## src/rtl/img_pkg.sv

```systemverilog
// img_pkg: shared FSM state type, error bit indices and default coordinate width
// for the pixel coordinate front end.
package img_pkg;

    localparam int unsigned COORD_W_DEF = 10;

    typedef enum logic [1:0] {
        IDLE,
        WAIT_LN,
        ACTIVE,
        DONE
    } fsm_state_t;

    localparam int unsigned ERR_SHORT = 0;
    localparam int unsigned ERR_LONG  = 1;
    localparam int unsigned ERR_FRAME = 2;
    localparam int unsigned ERR_W     = 3;

endpackage

```

## src/rtl/edge_detect.sv

```systemverilog
// edge_detect: registered single-bit edge detector. RISING=1 pulses on a 0->1
// transition, RISING=0 on a 1->0 transition; the pulse is same-cycle with the input.
module edge_detect #(
    parameter bit RISING = 1'b1
) (
    input  logic clk,
    input  logic rst_n,
    input  logic sig,
    output logic pulse
);

    logic sig_d;

    always_ff @(posedge clk or negedge rst_n) begin
        if (!rst_n) begin
            sig_d <= 1'b0;
        end else begin
            sig_d <= sig;
        end
    end

    assign pulse = RISING ? (sig & ~sig_d) : (~sig & sig_d);

endmodule

```

## src/rtl/pixel_coord_gen.sv

```systemverilog
// pixel_coord_gen: tags a de/vsync pixel stream with x/y and sof/eol/eof markers,
// two-cycle latency. Sticky geometry error flags are built only with FRAME_CHECK_EN.
module pixel_coord_gen
    import img_pkg::*;
#(
    parameter int unsigned DATA_WIDTH = 8,
    parameter int unsigned IMG_WIDTH  = 640,
    parameter int unsigned IMG_HEIGHT = 480,
    parameter int unsigned COORD_W    = COORD_W_DEF
) (
    input  logic                  clk,
    input  logic                  rst_n,
    input  logic [DATA_WIDTH-1:0] pixel_in,
    input  logic                  de,
    input  logic                  vsync,
    input  logic                  err_clr,
    output logic [DATA_WIDTH-1:0] pixel_out,
    output logic [COORD_W-1:0]    x,
    output logic [COORD_W-1:0]    y,
    output logic                  pix_valid,
    output logic                  sof,
    output logic                  eol,
    output logic                  eof,
    output logic [2:0]            err
);

    localparam logic [COORD_W-1:0] X_END  = COORD_W'(IMG_WIDTH);
    localparam logic [COORD_W-1:0] X_LAST = COORD_W'(IMG_WIDTH - 1);
    localparam logic [COORD_W-1:0] Y_LAST = COORD_W'(IMG_HEIGHT - 1);

    logic                  vsync_rise;
    logic                  de_fall;
    fsm_state_t            state, state_n;
    logic [COORD_W-1:0]    x_cnt, x_cnt_n;
    logic [COORD_W-1:0]    y_cnt, y_cnt_n;
    logic                  cap_valid;
    logic [ERR_W-1:0]      err_set;
    logic [DATA_WIDTH-1:0] s1_pix;
    logic [COORD_W-1:0]    s1_x;
    logic [COORD_W-1:0]    s1_y;
    logic                  s1_valid;
    logic                  line_end;

    edge_detect #(.RISING(1'b1)) u_vsync_edge (
        .clk   (clk),
        .rst_n (rst_n),
        .sig   (vsync),
        .pulse (vsync_rise)
    );

    edge_detect #(.RISING(1'b0)) u_de_edge (
        .clk   (clk),
        .rst_n (rst_n),
        .sig   (de),
        .pulse (de_fall)
    );

    // x_cnt is the column the next de pixel will take; it parks at IMG_WIDTH on long lines.
    always_comb begin
        state_n   = state;
        x_cnt_n   = x_cnt;
        y_cnt_n   = y_cnt;
        cap_valid = 1'b0;
        err_set   = '0;
        if (vsync_rise) begin
            state_n = WAIT_LN;
            x_cnt_n = '0;
            y_cnt_n = '0;
            if ((state == ACTIVE || state == WAIT_LN) && y_cnt != '0) begin
                err_set[ERR_FRAME] = 1'b1;
            end
        end else begin
            case (state)
                WAIT_LN, ACTIVE: begin
                    if (de) begin
                        state_n = ACTIVE;
                        if (x_cnt < X_END) begin
                            cap_valid = 1'b1;
                            x_cnt_n   = x_cnt + COORD_W'(1);
                        end else begin
                            err_set[ERR_LONG] = 1'b1;
                        end
                    end else if (state == ACTIVE && de_fall) begin
                        x_cnt_n = '0;
                        y_cnt_n = y_cnt + COORD_W'(1);
                        if (x_cnt < X_END) begin
                            err_set[ERR_SHORT] = 1'b1;
                        end
                        state_n = (y_cnt == Y_LAST) ? DONE : WAIT_LN;
                    end
                end
                DONE: begin
                    if (de) begin
                        err_set[ERR_FRAME] = 1'b1;
                    end
                end
                default: ;
            endcase
        end
    end

    always_ff @(posedge clk or negedge rst_n) begin
        if (!rst_n) begin
            state    <= IDLE;
            x_cnt    <= '0;
            y_cnt    <= '0;
            s1_valid <= 1'b0;
            s1_pix   <= '0;
            s1_x     <= '0;
            s1_y     <= '0;
        end else begin
            state    <= state_n;
            x_cnt    <= x_cnt_n;
            y_cnt    <= y_cnt_n;
            s1_valid <= cap_valid;
            if (cap_valid) begin
                s1_pix <= pixel_in;
                s1_x   <= x_cnt;
                s1_y   <= y_cnt;
            end
        end
    end

    // The captured pixel ends its line if de has dropped by now or it sits in the last column.
    assign line_end = s1_valid & (de_fall | (s1_x == X_LAST));

    always_ff @(posedge clk or negedge rst_n) begin
        if (!rst_n) begin
            pixel_out <= '0;
            x         <= '0;
            y         <= '0;
            pix_valid <= 1'b0;
            sof       <= 1'b0;
            eol       <= 1'b0;
            eof       <= 1'b0;
        end else begin
            pix_valid <= s1_valid;
            sof       <= s1_valid && s1_x == '0 && s1_y == '0;
            eol       <= line_end;
            eof       <= line_end && s1_y == Y_LAST;
            if (s1_valid) begin
                pixel_out <= s1_pix;
                x         <= s1_x;
                y         <= s1_y;
            end
        end
    end

`ifdef FRAME_CHECK_EN
    always_ff @(posedge clk or negedge rst_n) begin
        if (!rst_n) begin
            err <= '0;
        end else begin
            err <= (err & {ERR_W{~err_clr}}) | err_set;
        end
    end
`else
    logic unused_chk;
    assign unused_chk = ^{err_clr, err_set};
    assign err        = '0;
`endif

endmodule

```

## config.mk

```make
export PLATFORM = sky130hd
export DESIGN_NAME = pixel_coord_gen
export DESIGN_NICKNAME = d
export VERILOG_FILES = /design/src/rtl/img_pkg.sv /design/src/rtl/edge_detect.sv /design/src/rtl/pixel_coord_gen.sv
export SDC_FILE = /design/constraint.sdc
export NUM_CORES = 1
export LEC_CHECK = 0
export BUFFER_PORTS_ARGS = -buffer_cell sky130_fd_sc_hd__buf_2
export CORE_MARGIN = 2
export CORE_UTILIZATION = 52
export CTS_CLUSTER_SIZE = 14
export DETAILED_ROUTE_END_ITERATION = 6
export PLACE_DENSITY = 0.79
export RECOVER_POWER = 50
export REMOVE_ABC_BUFFERS = 1
export SYNTH_ARGS = -nofsm -noshare
export SYNTH_HDL_FRONTEND = slang
export SYNTH_SLANG_ARGS = --single-unit
```

## constraint.sdc

```tcl
create_clock -name clk -period 1.8 [get_ports clk]
set_input_delay 0.36 -clock clk [delete_from_list [all_inputs] [get_ports clk]]
set_output_delay 0.36 -clock clk [all_outputs]
set_load 0.1 [all_outputs]
```

==> impl_summary.log, run 1 <==
INFO  metric detailed_route_via_count = 2426
INFO  metric preCtsSetupSlack = -0.189 ns
INFO  metric internal_power = 0.00374 W
INFO  metric floorplan.core_area = 6830 µm²
INFO  metric synth-edff-count = 0
INFO  metric combPwrFrac = 0.423
INFO  metric switching_pwr = 0.00285 W
INFO  metric grt_util_met2 = 0.287
INFO  metric period_needed = 1.86 ns
INFO  metric worst-endpoint-arrival = 2.11 ns
INFO  metric cts.htree.levels = 3
INFO  metric grt_pass1_vias = 2279
INFO  metric cts_buffer_depth = 2
INFO  metric busiest_layer = met2
INFO  metric timing.max_slew.rel_slack = 0.447
INFO  metric critical_path.endpoint_type = register
INFO  metric multiInputGateArea = 1560 µm²
INFO  metric gpl.final_weighted_congestion = 0.806
INFO  metric mapped_cells = approximately 280
INFO  metric dieWidth = 88.3 µm
INFO  metric synth.cell_area = about 3700 µm²
INFO  metric cell_type_with_the_highest_aggregate_area_in_the_netlist = sky130_fd_sc_hd__dfrtp_1
INFO  metric via_per_inst = 5.54
INFO  metric io_pins = 48
INFO  metric fmax = 0.537 GHz
INFO  metric clock_share_of_power = 0.195
INFO  metric power.static_leakage = 2.17 nW
INFO  metric std_cell_rows = 30
INFO  metric route.detailed.drc = 0
INFO  metric grt_util_met3 = 0.0513
INFO  metric antenna_left = 0
INFO  metric dieArea = 7800 µm²
INFO  metric reg2reg_setup_slack = -0.06 ns
INFO  metric crit_share_post_route = 1.03
INFO  metric grt_pass1_wl = 11000 µm
INFO  metric area_growth_syn_to_layout = 18.7%
INFO  metric worst_ep_required_time = 2.05 ns
INFO  metric floorplan.die.height = just under 90 µm
INFO  metric synth_area_leaders = sky130_fd_sc_hd__dfrtp_1 58%, sky130_fd_sc_hd__mux2_4 11%, sky130_fd_sc_hd__mux2_2 8.5%
INFO  metric critical_path.startpoint_type = register
INFO  metric worstHoldPathType = primary input to register
INFO  metric report.final.setup_viol = 26
INFO  metric outcome = finished, violations left
INFO  metric drive_gt1_frac = 0.430
INFO  metric sw_frac_of_total = 0.432
INFO  metric synthDominantCellAreaShare = 0.575
INFO  metric globalRouteOverflowTotal = 0
INFO  metric power.total = 0.00659 W
INFO  metric final.setup.tns = -1.14 ns
INFO  metric antenna_cells = 0
INFO  metric sum_of_routed_wire_length_over_all_layers = 7030 µm
INFO  metric hold_start = vsync
INFO  metric netlist-cell-type-count = 42
INFO  metric wire_per_inst = 16.1 µm
INFO  metric tritoncts = done
INFO  metric yosys_register_bits = 85
INFO  metric clock-skew-final = 0.0108 ns
INFO  metric path_max_fanout = 16
INFO  metric worstMarginPinSlew = 0.829 ns
INFO  metric irDropWorstVdd = 487 µV
INFO  metric rsz0062_at_grt = yes
INFO  metric num-nets-final = 353
INFO  metric antenna_found_initial = 0
INFO  metric grt_use_total = 0.187
INFO  metric max-cap-violations = 0
INFO  metric postSynth.topFlopCell = sky130_fd_sc_hd__dfrtp_1
INFO  metric ys_seq_area_frac = 0.575
INFO  metric dp.final_hpwl = 4740 µm
INFO  metric seq_power_share = 0.382
INFO  metric cts_made_buffers = 9
INFO  metric slew_violations = 0
INFO  metric layout.filler_cells = ~530
INFO  metric clk_pin_slew_worst_paths = roughly 0.090 ns
INFO  metric worst_reg2reg_path_startpoint = state[0]
INFO  metric cts_sinks = 85
INFO  metric failed_checks = negative setup slack
INFO  metric port_buffers = 43
INFO  metric synth.avg_cell_area = 13.4 µm²
INFO  metric yosysWarningCount = 0
INFO  metric start_to_end_type_of_the_worst_setup_path = register to register
INFO  metric clkLatencyLatePin = roughly 0.37 ns
INFO  metric asyncSetResetFlopFracSynth = 1.00
INFO  metric cts_root_buffer = sky130_fd_sc_hd__clkbuf_8
INFO  metric gr-usage-met1 = 0.250
INFO  metric ff2ff_path_depth = 5
INFO  metric worstHoldEndpoint = u_vsync_edge.sig_d
INFO  metric powerDensity = around 1500 nW/µm²
INFO  metric initial_utilization = 0.541
INFO  metric initialDrtViolationCount = 118
INFO  metric hold_path_depth = 1
INFO  metric grt_max_degree = 40
INFO  metric setup_slack = -0.0609 ns
INFO  metric worst_r2r_endpoint = s1_pix[2]
INFO  metric final-seq-area = 2130 µm²
INFO  metric dr.pass1.iters = 4
INFO  metric hold_viol = 0
## synthesized netlist by cell type, drive strengths merged, types with 2 or more instances
| library cell | n |
|---|---|
| nand4 | 10 |
| nor2 | 12 |
| clkbuf | 6 |
| dfrtp | 85 |
| nor4 | 6 |
| or4 | 6 |
| ha | 3 |
| o211ai | 2 |
| nand3 | 7 |
| o21a | 4 |
| o31ai | 4 |
| buf | 10 |
| nor2b | 2 |
| a21boi | 5 |
| or3 | 2 |
| a21oi | 3 |
| xnor2 | 4 |
| inv | 4 |
| and2 | 2 |
| a2111oi | 2 |
| mux2 | 54 |
| o21ai | 8 |
| nand2 | 14 |
| xor2 | 5 |
| nor3 | 2 |
| and3 | 3 |
## per-stage QoR
stage                     cell area (µm²)  hold WS, ns  utilization  cells
after floorplan                      3610       0.0644            -    263
after global placement               4120        0.333        0.603    420
after detailed placement             4120        0.337        0.603    420
after CTS                            4340        0.117        0.636    437
after global routing                 4390        0.163        0.642    438
final                                4390        0.150        0.642    438
## what timing repair did
| action | 4_1_cts | 5_1_grt |
|---|---|---|
| buffers inserted | 0 | 0 |
| pin swaps | 6 | 2 |
| hold endpoints to repair | 32 | 0 |
| endpoints found under the setup margin | 36 | 36 |
| gates resized for setup | 12 | 12 |
| hold buffers | 1 | 0 |
| cloned | 0 | 1 |
## flip-flops by register name (all words and copies together), names as in the netlist
| name | count |
|---|---|
| eof | 1 |
| eol | 1 |
| state | 2 |
| s1_pix | 8 |
| sof | 1 |
| pix_valid | 1 |
| pixel_out | 8 |
| y | 10 |
| u_de_edge.sig_d | 1 |
| x_cnt | 10 |
| y_cnt | 10 |
| u_vsync_edge.sig_d | 1 |
| s1_y | 10 |
| x | 10 |
| s1_x | 10 |
| s1_valid | 1 |
## critical path, cell delays in order (launching register included)
cell                      delay (ns)
sky130_fd_sc_hd__dfrtp_1        0.40
sky130_fd_sc_hd__inv_2          0.08
sky130_fd_sc_hd__ha_4           0.21
sky130_fd_sc_hd__or4_4          0.56
sky130_fd_sc_hd__buf_12         0.19
sky130_fd_sc_hd__mux2_4         0.30
## routing by layer
layer / wire [µm] / vias up
li1: - / 1130
met1: 3220 / 1223
met2: 3420 / 63
met3: 277 / 10
met4: 125 / 0
met5: 0 / -
## cells by family (layout without fill, tap and decap cells)
family / count (synthesis) / count (layout) / share of synthesized area
simple gates: 71 / 71 / 0.106
fa+ha+maj: 3 / 3 / 0.0101
mux: 55 / 55 / 0.194
flops: 85 / 85 / 0.575
compound gates: 33 / 34 / 0.0619
xor+xnor: 9 / 9 / 0.0213
buf+inv: 20 / 82 / 0.0308
other cells: 1 / 3 / 0.00101
## layout by cell type (no fill, tap or decap), drive strengths merged, types with 4 or more instances in the layout
cell type / count
nand3: 7
o21ai: 8
inv: 8
buf: 56
a21boi: 5
mux2: 54
dfrtp: 85
xnor2: 4
nor4: 6
o21a: 5
nand4: 10
or4: 6
nand2: 14
clkbuf: 15
o31ai: 4
xor2: 5
nor2: 12
## power by group through the flow
stage | combinational, W | clock [W] | sequential [W]
global route | 0.00293 | 0.00138 | 0.00256
finish | 0.00279 | 0.00128 | 0.00252
CTS | 0.00276 | 0.00131 | 0.00252
global placement | 0.00265 | 0 | 0.00252
detailed placement | 0.00269 | 0 | 0.00255
floorplan | 0.000900 | 0 | 0.00371
## worst max-delay path by stage
| stage | endpoint | slack, ns | startpoint |
|---|---|---|---|
| 5_1_grt | s1_pix[2] | -0.09 | state[0] |
| 2_1_floorplan | state[1] | -0.33 | state[0] |
| 6_report | s1_pix[2] | -0.06 | state[0] |
| 3_3_place_gp | s1_pix[1] | -0.10 | state[1] |
| 3_5_place_dp | x_cnt[7] | -0.19 | state[0] |
| 4_1_cts | s1_pix[2] | -0.06 | state[0] |
## layout make-up
type                            count  share of cell area
Tap cell                           96              0.0274
Clock inverter                      6              0.0117
Multi-Input combinational cell    175               0.355
Inverter                            4             0.00342
Timing Repair Buffer               62              0.0869
Clock buffer                       10              0.0314
Sequential cell                    85               0.485
No activity file was read; power rests on OpenSTA's default activity.
==> run 2, diff against run 1 <==
--- a/config.mk
+++ b/config.mk
@@ -7,12 +7,12 @@
 export LEC_CHECK = 0
 export BUFFER_PORTS_ARGS = -buffer_cell sky130_fd_sc_hd__buf_2
 export CORE_MARGIN = 2
-export CORE_UTILIZATION = 52
+export CORE_UTILIZATION = 51
 export CTS_CLUSTER_SIZE = 14
 export DETAILED_ROUTE_END_ITERATION = 6
-export PLACE_DENSITY = 0.79
-export RECOVER_POWER = 50
+export PLACE_DENSITY = 0.78
 export REMOVE_ABC_BUFFERS = 1
 export SYNTH_ARGS = -nofsm -noshare
 export SYNTH_HDL_FRONTEND = slang
+export SYNTH_HIERARCHICAL = 1
 export SYNTH_SLANG_ARGS = --single-unit
==> run 2 against run 1 <==
Effect of this change: the flow now finishes without violations; clock skew decreased by 0.0017 ns; first-iteration DRC count down 11%; worst setup slack improved by 0.12 ns; via count down 5.2%; die area fell by 1.3%; largest power group is now registers; highest routed layer unchanged.
==> impl_summary.log, run 2 <==
INFO  metric cts_buffer_depth = 2 (unchanged)
INFO  metric outcome = complete, no violations
INFO  metric critical_path.endpoint_type = register
INFO  metric worst_path_dominant_cell_family = simple AND/OR/NAND/NOR gates
INFO  metric drive_gt1_frac = 0.431 (+0.000898)
INFO  metric crit_slowest_cell = sky130_fd_sc_hd__or4_1
INFO  metric mapped_cells = 267 (-3.6%)
INFO  metric netlist-cell-type-count = 39 (-7.1%)
INFO  metric initial_utilization = 0.527 (-0.0149)
INFO  metric worstHoldEndpoint = u_vsync_edge/sig_d
INFO  metric slew_violations = 0 (unchanged)
INFO  metric timing.hold.ws = 0.133 ns (-0.0172 ns)
INFO  metric grt_max_degree = 41 (+2.5%)
INFO  metric cts.htree.levels = 3 (unchanged)
INFO  metric post_layout_nonfiller_instances = 428 (-2.3%)
INFO  metric power.static_leakage = 2.10 nW (-3.0%)
INFO  metric fmax = 0.575 GHz (+7.0%)
INFO  metric sum_of_routed_wire_length_over_all_layers = 6620 µm (-5.8%)
INFO  metric period_needed = 1.74 ns (-0.122 ns)
INFO  metric postSynth.topFlopCell = sky130_fd_sc_hd__dfrtp_1
INFO  metric path_buf_inv = 1 (-1)
INFO  metric wire_per_inst = 15.5 µm (-3.6%)
INFO  metric muxShareOfSynthArea = 0.176 (-0.0172)
INFO  metric setup_slack = 0.0608 ns (+0.122 ns)
INFO  metric hold_path_depth = 1 (unchanged)
INFO  metric path_max_fanout = 3 (-13)
INFO  metric worst_ep_required_time = 2.07 ns (+0.02 ns)
INFO  metric worst_reg2reg_path_startpoint = state[0]
INFO  metric worst-endpoint-arrival = 2.01 ns (-0.10 ns)
INFO  metric layout_commonest_cell = sky130_fd_sc_hd__dfrtp_1
INFO  metric port_buffers = 43 (unchanged)
INFO  metric area_growth_syn_to_layout = 20.0%
INFO  metric report.final.setup_viol = 0 (-100%)
INFO  metric io_pins = 48 (unchanged)
INFO  metric cts.repair_timing.setup_buffer_count = 0 (unchanged)
INFO  metric complex_gate_fraction_of_the_synthesized_area = 0.0619 (about the same)
INFO  metric synth-xor-area-share = 0.0171 (-0.00417)
INFO  metric yosys.area_share.adder = 0.0105 (+0.000344)
INFO  metric hold_viol = 0 (unchanged)
INFO  metric std_cell_rows = 30 (unchanged)
INFO  metric irDropWorstVdd = 540 µV (+11%)
INFO  metric preCtsSetupSlack = -0.0939 ns (+0.0955 ns)
INFO  metric floorplan.core_area = 6790 µm² (-0.55%)
INFO  metric critical_path.startpoint_type = register
INFO  metric cts_made_buffers = 9 (unchanged)
INFO  metric via_per_inst = 5.38 (-2.9%)
INFO  metric ys_seq_area_frac = 0.595 (+0.0195)
INFO  metric reg2reg_setup_slack = 0.06 ns (+0.12 ns)
INFO  metric path_cells = inv_2 > ha_4 > nor4bb_4 > o211ai_2 > or4_1 > o21ai_1
INFO  metric synth.avg_cell_area = 13.4 µm² (+0.34%)
INFO  metric yosysWarningCount = 6 (+6)
INFO  metric combinational_family_with_the_most_area_after_synthesis = multiplexers
INFO  metric num-nets-final = 343 (-2.8%)
INFO  metric antenna_left = 0 (unchanged)
INFO  metric dp.final_hpwl = 4710 µm (-0.59%)
INFO  metric cell_type_with_the_highest_aggregate_area_in_the_netlist = sky130_fd_sc_hd__dfrtp_1
INFO  metric post_dp_cell_area = 4030 µm² (-2.2%)
INFO  metric floorplan.die.height = 87.8 µm (-0.66%)
INFO  metric cp_slowest_stage_delay = 0.41 ns (-0.15 ns)
INFO  metric hold_start = vsync
INFO  metric timing.max_slew.rel_slack = 0.649 (+0.202)
INFO  metric max-cap-violations = 0 (unchanged)
INFO  metric grt_pass1_wl = 11000 µm (+0.68%)
INFO  metric dp_cells = 411 (-2.1%)
INFO  metric dieWidth = 87.8 µm (-0.66%)
INFO  metric final-seq-area = 2130 µm² (unchanged)
INFO  metric route.detailed.drc = 0 (unchanged)
INFO  metric synth-edff-count = 0 (unchanged)
INFO  metric post_synthesis_share_of_cell_area_spent_on_and_or_nand_and_nor_gates = 0.112 (+0.00535)
INFO  metric rsz0062_at_grt = yes
INFO  metric clkLatencyLatePin = 0.34 ns (-0.03 ns)
INFO  metric powerDensity = 1420 nW/µm² (-5.7%)
INFO  metric clock-skew-final = 0.00911 ns (-0.00169 ns)
INFO  metric antenna_found_initial = 0 (unchanged)
INFO  metric clk_pin_slew_worst_paths = 0.08 ns (about the same)
INFO  metric antenna_cells = 0 (unchanged)
INFO  metric ff2ff_path_depth = 6 (+1)
INFO  metric synth_most_common_cell = sky130_fd_sc_hd__dfrtp_1
INFO  metric grt_pass1_vias = 2330 (+2.2%)
INFO  metric detailed_route_via_count = 2301 (-5.2%)
INFO  metric design_area = 4290 µm² (-2.2%)
INFO  metric finish.utilization = 0.632 (-0.0104)
INFO  metric worst_r2r_endpoint = y_cnt[9]
INFO  metric asyncSetResetFlopFracSynth = 1.00 (unchanged)
INFO  metric synthDominantCellAreaShare = 0.595 (+0.0195)
INFO  metric globalRouteOverflowTotal = 0 (unchanged)
INFO  metric crit_share_post_route = 0.966 (-0.0676)
INFO  metric mostFrequentLayoutCells = 85 x sky130_fd_sc_hd__dfrtp_1, 56 x sky130_fd_sc_hd__mux2_2, 42 x sky130_fd_sc_hd__buf_2
INFO  metric initialDrtViolationCount = 105 (-11%)
INFO  metric yosys_register_bits = 85 (unchanged)
INFO  metric synth_top_cells_by_count = 85 x sky130_fd_sc_hd__dfrtp_1, 56 x sky130_fd_sc_hd__mux2_2, 10 x sky130_fd_sc_hd__nor2_1
INFO  metric cts_sinks = 85 (unchanged)
INFO  metric layout.filler_cells = 502 (-5.1%)
INFO  metric tritoncts = done
INFO  metric cts_root_buffer = sky130_fd_sc_hd__clkbuf_8
INFO  metric worstMarginPinSlew = 0.526 ns (-0.303 ns)
INFO  metric start_to_end_type_of_the_worst_setup_path = register to register
INFO  metric synth_area_leaders = sky130_fd_sc_hd__dfrtp_1 59%, sky130_fd_sc_hd__mux2_2 18%, sky130_fd_sc_hd__xor2_1 1.7%
INFO  metric worstHoldPathType = primary input to register
INFO  metric multiInputGateArea = 1390 µm² (-10%)
INFO  metric gpl.final_weighted_congestion = 0.817 (+1.3%)
INFO  metric grt_use_total = 0.189 (+0.00213)
INFO  metric dr.pass1.iters = 4 (unchanged)
INFO  metric synth.cell_area = 3580 µm² (-3.3%)
INFO  metric dieArea = 7700 µm² (-1.3%)
==> run 2: through the flow <==
step,power [W],setup TNS [ns]
after floorplan,0.00414,-11.69
after global placement,0.00456,-0.00759
after detailed placement,0.00463,-0.168
after CTS,0.00612,0
after global routing,0.00635,-0.110
final,0.00608,0
==> run 2: cell type report <==
class	instances	share of cell area
Sequential cell	85	0.495
Multi-Input combinational cell	165	0.325
Timing Repair Buffer	62	0.0962
Clock buffer	11	0.0329
Tap cell	96	0.0280
Clock inverter	5	0.0195
Inverter	4	0.00350
==> run 2: what timing repair did <==
action	4_1_cts	5_1_grt
resized for setup	2	5
setup endpoints to repair	6	4
hold endpoints to repair	10	0
hold buffers	1	0
pin swaps	1	3
==> run 2: metal layers <==
metal | GRT usage | routed length [µm] | part of all wire | vias to the layer above
met5 | 0 | 0 | 0 | -
met4 | 0.0853 | 90 | 0.014 | 0
met3 | 0.0471 | 230 | 0.035 | 7
met2 | 0.300 | 3260 | 0.49 | 48
met1 | 0.246 | 3050 | 0.46 | 1148
li1 | - | - | - | 1098
==> run 2: kinds of logic after synthesis <==
| kind of cell | Yosys count |
|---|---|
| fa+ha+maj | 3 |
| mux | 56 |
| buf+inv | 19 |
| other cells | 1 |
| xor+xnor | 7 |
| flops | 85 |
| simple gates | 64 |
| compound gates | 32 |
==> run 2: worst max-delay path by stage <==
stage | startpoint | end | slack (ns) | cells after the start
after floorplan | u_vsync_edge/sig_d | s1_pix[0] | -0.38 | 4
after CTS | state[0] | y_cnt[9] | 0.009 | 6
after global placement | state[0] | y_cnt[9] | -0.008 | 6
final | state[0] | y_cnt[9] | 0.06 | 6
after global routing | state[0] | y_cnt[9] | -0.04 | 6
after detailed placement | state[1] | y_cnt[9] | -0.09 | 5
==> run 2: worst reg2reg max path: cells and delay by family (launching register included) <==
family | cells | cell delay (ns)
AO/OA/AOI/OAI | 2 | 0.23
adder cells (fa/ha/maj) | 1 | 0.22
flip-flops | 1 | 0.38
AND/OR/NAND/NOR | 2 | 0.78
buffers and inverters | 1 | 0.07
==> run 2: power breakdown <==
group | switching (W) | leakage [nW] | internal, W
logic | 0.00156 | 0.863 | 0.000585
clock network | 0.000656 | 0.106 | 0.000822
registers | 0.000210 | 1.13 | 0.00224
==> run 3, diff against run 2 <==
--- a/config.mk
+++ b/config.mk
@@ -7,12 +7,12 @@
 export LEC_CHECK = 0
 export BUFFER_PORTS_ARGS = -buffer_cell sky130_fd_sc_hd__buf_2
 export CORE_MARGIN = 2
-export CORE_UTILIZATION = 51
+export CORE_UTILIZATION = 52
 export CTS_CLUSTER_SIZE = 14
 export DETAILED_ROUTE_END_ITERATION = 6
-export PLACE_DENSITY = 0.78
+export PLACE_DENSITY = 0.79
 export REMOVE_ABC_BUFFERS = 1
+export SKIP_LAST_GASP = 1
 export SYNTH_ARGS = -nofsm -noshare
 export SYNTH_HDL_FRONTEND = slang
-export SYNTH_HIERARCHICAL = 1
 export SYNTH_SLANG_ARGS = --single-unit
==> run 3 against run 2 <==
Effect of this change: the flow now finishes with violations (negative setup slack); total power increased by 8.6%; worst setup slack got worse by 0.12 ns; non-clock buffer count unchanged; sequential share of layout area decreased by 1.3 points; critical endpoint is now s1_pix[2]; largest power group is now combinational cells.
==> impl_summary.log, run 3 (synthesized netlist as in run 1, its figures left out) <==
INFO  metric outcome = finished, violations left
INFO  metric failed_checks = negative setup slack
INFO  metric grt_max_degree = 40 (-2.4%)
INFO  metric hold_viol = 0 (unchanged)
INFO  metric antenna_cells = 0 (unchanged)
INFO  metric report.final.setup_viol = 26 (+26)
INFO  metric post_dp_cell_area = 4120 µm² (+2.3%)
INFO  metric crit_slowest_cell = sky130_fd_sc_hd__or4_4
INFO  metric floorplan.core_area = 6830 µm² (+0.55%)
INFO  metric worstHoldEndpoint = u_vsync_edge.sig_d
INFO  metric floorplan.die.height = 88.3 µm (+0.67%)
INFO  metric worst_ep_required_time = 2.05 ns (-0.02 ns)
INFO  metric design_area = 4410 µm² (+2.7%)
INFO  metric dieWidth = 88.3 µm (+0.67%)
INFO  metric std_cell_rows = 30 (unchanged)
INFO  metric cp_slowest_stage_delay = 0.56 ns (+0.15 ns)
INFO  metric post_layout_nonfiller_instances = 438 (+2.3%)
INFO  metric mostFrequentLayoutCells = 85 x sky130_fd_sc_hd__dfrtp_1, 42 x sky130_fd_sc_hd__buf_2, 28 x sky130_fd_sc_hd__mux2_2
INFO  metric num-nets-final = 353 (+2.9%)
INFO  metric max-cap-violations = 0 (unchanged)
INFO  metric area_growth_syn_to_layout = 19.2%
INFO  metric cts_buffer_depth = 2 (unchanged)
INFO  metric layout_commonest_cell = sky130_fd_sc_hd__dfrtp_1
INFO  metric reg2reg_setup_slack = -0.06 ns (-0.12 ns)
INFO  metric fmax = 0.537 GHz (-6.7%)
INFO  metric cts_made_buffers = 9 (unchanged)
INFO  metric hold_start = vsync
INFO  metric power.static_leakage = 2.18 nW (+3.6%)
INFO  metric path_cells = inv_2 > ha_4 > or4_4 > buf_12 > mux2_4
INFO  metric dieArea = 7800 µm² (+1.3%)
INFO  metric worst_r2r_endpoint = s1_pix[2]
INFO  metric critical_path.startpoint_type = register
INFO  metric initial_utilization = 0.541 (+0.0149)
INFO  metric wire_per_inst = 16.0 µm (+3.7%)
INFO  metric clock-skew-final = 0.0111 ns (+0.00198 ns)
INFO  metric port_buffers = 43 (unchanged)
INFO  metric start_to_end_type_of_the_worst_setup_path = register to register
INFO  metric initialDrtViolationCount = 115 (+9.5%)
INFO  metric critical_path.endpoint_type = register
INFO  metric sum_of_routed_wire_length_over_all_layers = 7030 µm (+6.1%)
INFO  metric setup_slack = -0.0633 ns (-0.124 ns)
INFO  metric slew_violations = 0 (unchanged)
INFO  metric ff2ff_path_depth = 5 (-1)
INFO  metric worst_reg2reg_path_startpoint = state[0]
INFO  metric worstHoldPathType = primary input to register
INFO  metric antenna_found_initial = 0 (unchanged)
INFO  metric dp_cells = 420 (+2.2%)
INFO  metric clk_pin_slew_worst_paths = 0.09 ns (about the same)
INFO  metric grt_use_total = 0.187 (-0.00213)
INFO  metric dp.final_hpwl = 4740 µm (+0.60%)
INFO  metric grt_pass1_wl = 11000 µm (-0.68%)
INFO  metric route.detailed.drc = 0 (unchanged)
INFO  metric timing.hold.ws = 0.136 ns (+0.00285 ns)
INFO  metric power.total = 0.00660 W (+8.6%)
INFO  metric cts_sinks = 85 (unchanged)
INFO  metric tritoncts = done
INFO  metric rsz0062_at_grt = yes
INFO  metric period_needed = 1.86 ns (+0.124 ns)
INFO  metric cts.htree.levels = 3 (unchanged)
INFO  metric powerDensity = 1500 nW/µm² (+5.8%)
INFO  metric drive_gt1_frac = 0.436 (+0.00495)
INFO  metric grt_pass1_vias = 2281 (-2.1%)
INFO  metric cts.repair_timing.setup_buffer_count = 0 (unchanged)
INFO  metric hold_path_depth = 1 (unchanged)
INFO  metric clkLatencyLatePin = 0.37 ns (+0.03 ns)
INFO  metric io_pins = 48 (unchanged)
INFO  metric cts_root_buffer = sky130_fd_sc_hd__clkbuf_8
INFO  metric irDropWorstVdd = 489 µV (-9.5%)
INFO  metric dr.pass1.iters = 4 (unchanged)
INFO  metric globalRouteOverflowTotal = 0 (unchanged)
INFO  metric gpl.final_weighted_congestion = 0.806 (-1.3%)
INFO  metric worst-endpoint-arrival = 2.11 ns (+0.10 ns)
INFO  metric crit_share_post_route = 1.04 (+0.0689)
INFO  metric detailed_route_via_count = 2434 (+5.8%)
INFO  metric via_per_inst = 5.56 (+3.4%)
INFO  metric antenna_left = 0 (unchanged)
INFO  metric path_max_fanout = 16 (+13)
INFO  metric layout.filler_cells = 527 (+5.0%)
## run 3: cell types whose count changed in the layout (fill, tap and decap cells not counted), sizes merged, moves of 3 or more
cell     change
a21boi       +5
o21a         +3
a21oi        -5
nand2        +5
xnor2        +4
inv          +4
or3          -3
o2111ai      -3
nand3        +3
nand4        +3
## run 3: worst max path at each step
stage                   from   endpoint  slack [ns]
finish              state[0]  s1_pix[2]       -0.06
global route        state[0]  s1_pix[2]       -0.09
CTS                 state[0]  s1_pix[2]       -0.06
detailed placement  state[0]   x_cnt[7]       -0.19
global placement    state[1]  s1_pix[1]       -0.10
floorplan           state[0]   state[1]       -0.33
## run 3: layout make-up
type	count	area, µm²	area share
Timing Repair Buffer	62	400	0.0908
Multi-Input combinational cell	175	1560	0.353
Clock buffer	10	138	0.0312
Sequential cell	85	2130	0.483
Inverter	4	15.0	0.00341
Tap cell	96	120	0.0272
Clock inverter	6	51.3	0.0116
## run 3: per-layer routing
| metal | global-route usage | wire, µm | vias up |
|---|---|---|---|
| li1 | - | - | 1127 |
| met1 | 0.250 | 3240 | 1228 |
| met2 | 0.287 | 3360 | 65 |
| met3 | 0.0513 | 295 | 14 |
| met4 | 0.0826 | 135 | 0 |
| met5 | 0 | 0 | - |
## run 3: repair_timing
item                       in CTS  in global routing
hold buffers                    1                  0
hold endpoints to repair       32                  0
resized for setup              12                 12
setup endpoints to repair      36                 36
cloned                          0                  1
pin swaps                       4                  4
## run 3: critical path: cells and delay by family, from the launching register on
family	cells	cell delay, ns
adders and majority gates	1	0.21
buffers and inverters	2	0.27
DFF	1	0.40
muxes	1	0.30
and+or+nand+nor	1	0.56
## run 3: metrics by stage
step | worst slack, ns | utilization | TNS, ns
2_1_floorplan | -0.334 | - | -8.04
3_3_place_gp | -0.102 | 0.603 | -2.96
3_5_place_dp | -0.189 | 0.603 | -4.47
4_1_cts | -0.0601 | 0.636 | -1.12
5_1_grt | -0.0886 | 0.645 | -1.88
6_report | -0.0633 | 0.645 | -1.18
## run 3: report_power, final
part / internal [W] / switching, W
clock network: 0.000561 / 0.000723
logic: 0.000917 / 0.00188
registers: 0.00227 / 0.000248
total: 0.00375 / 0.00285
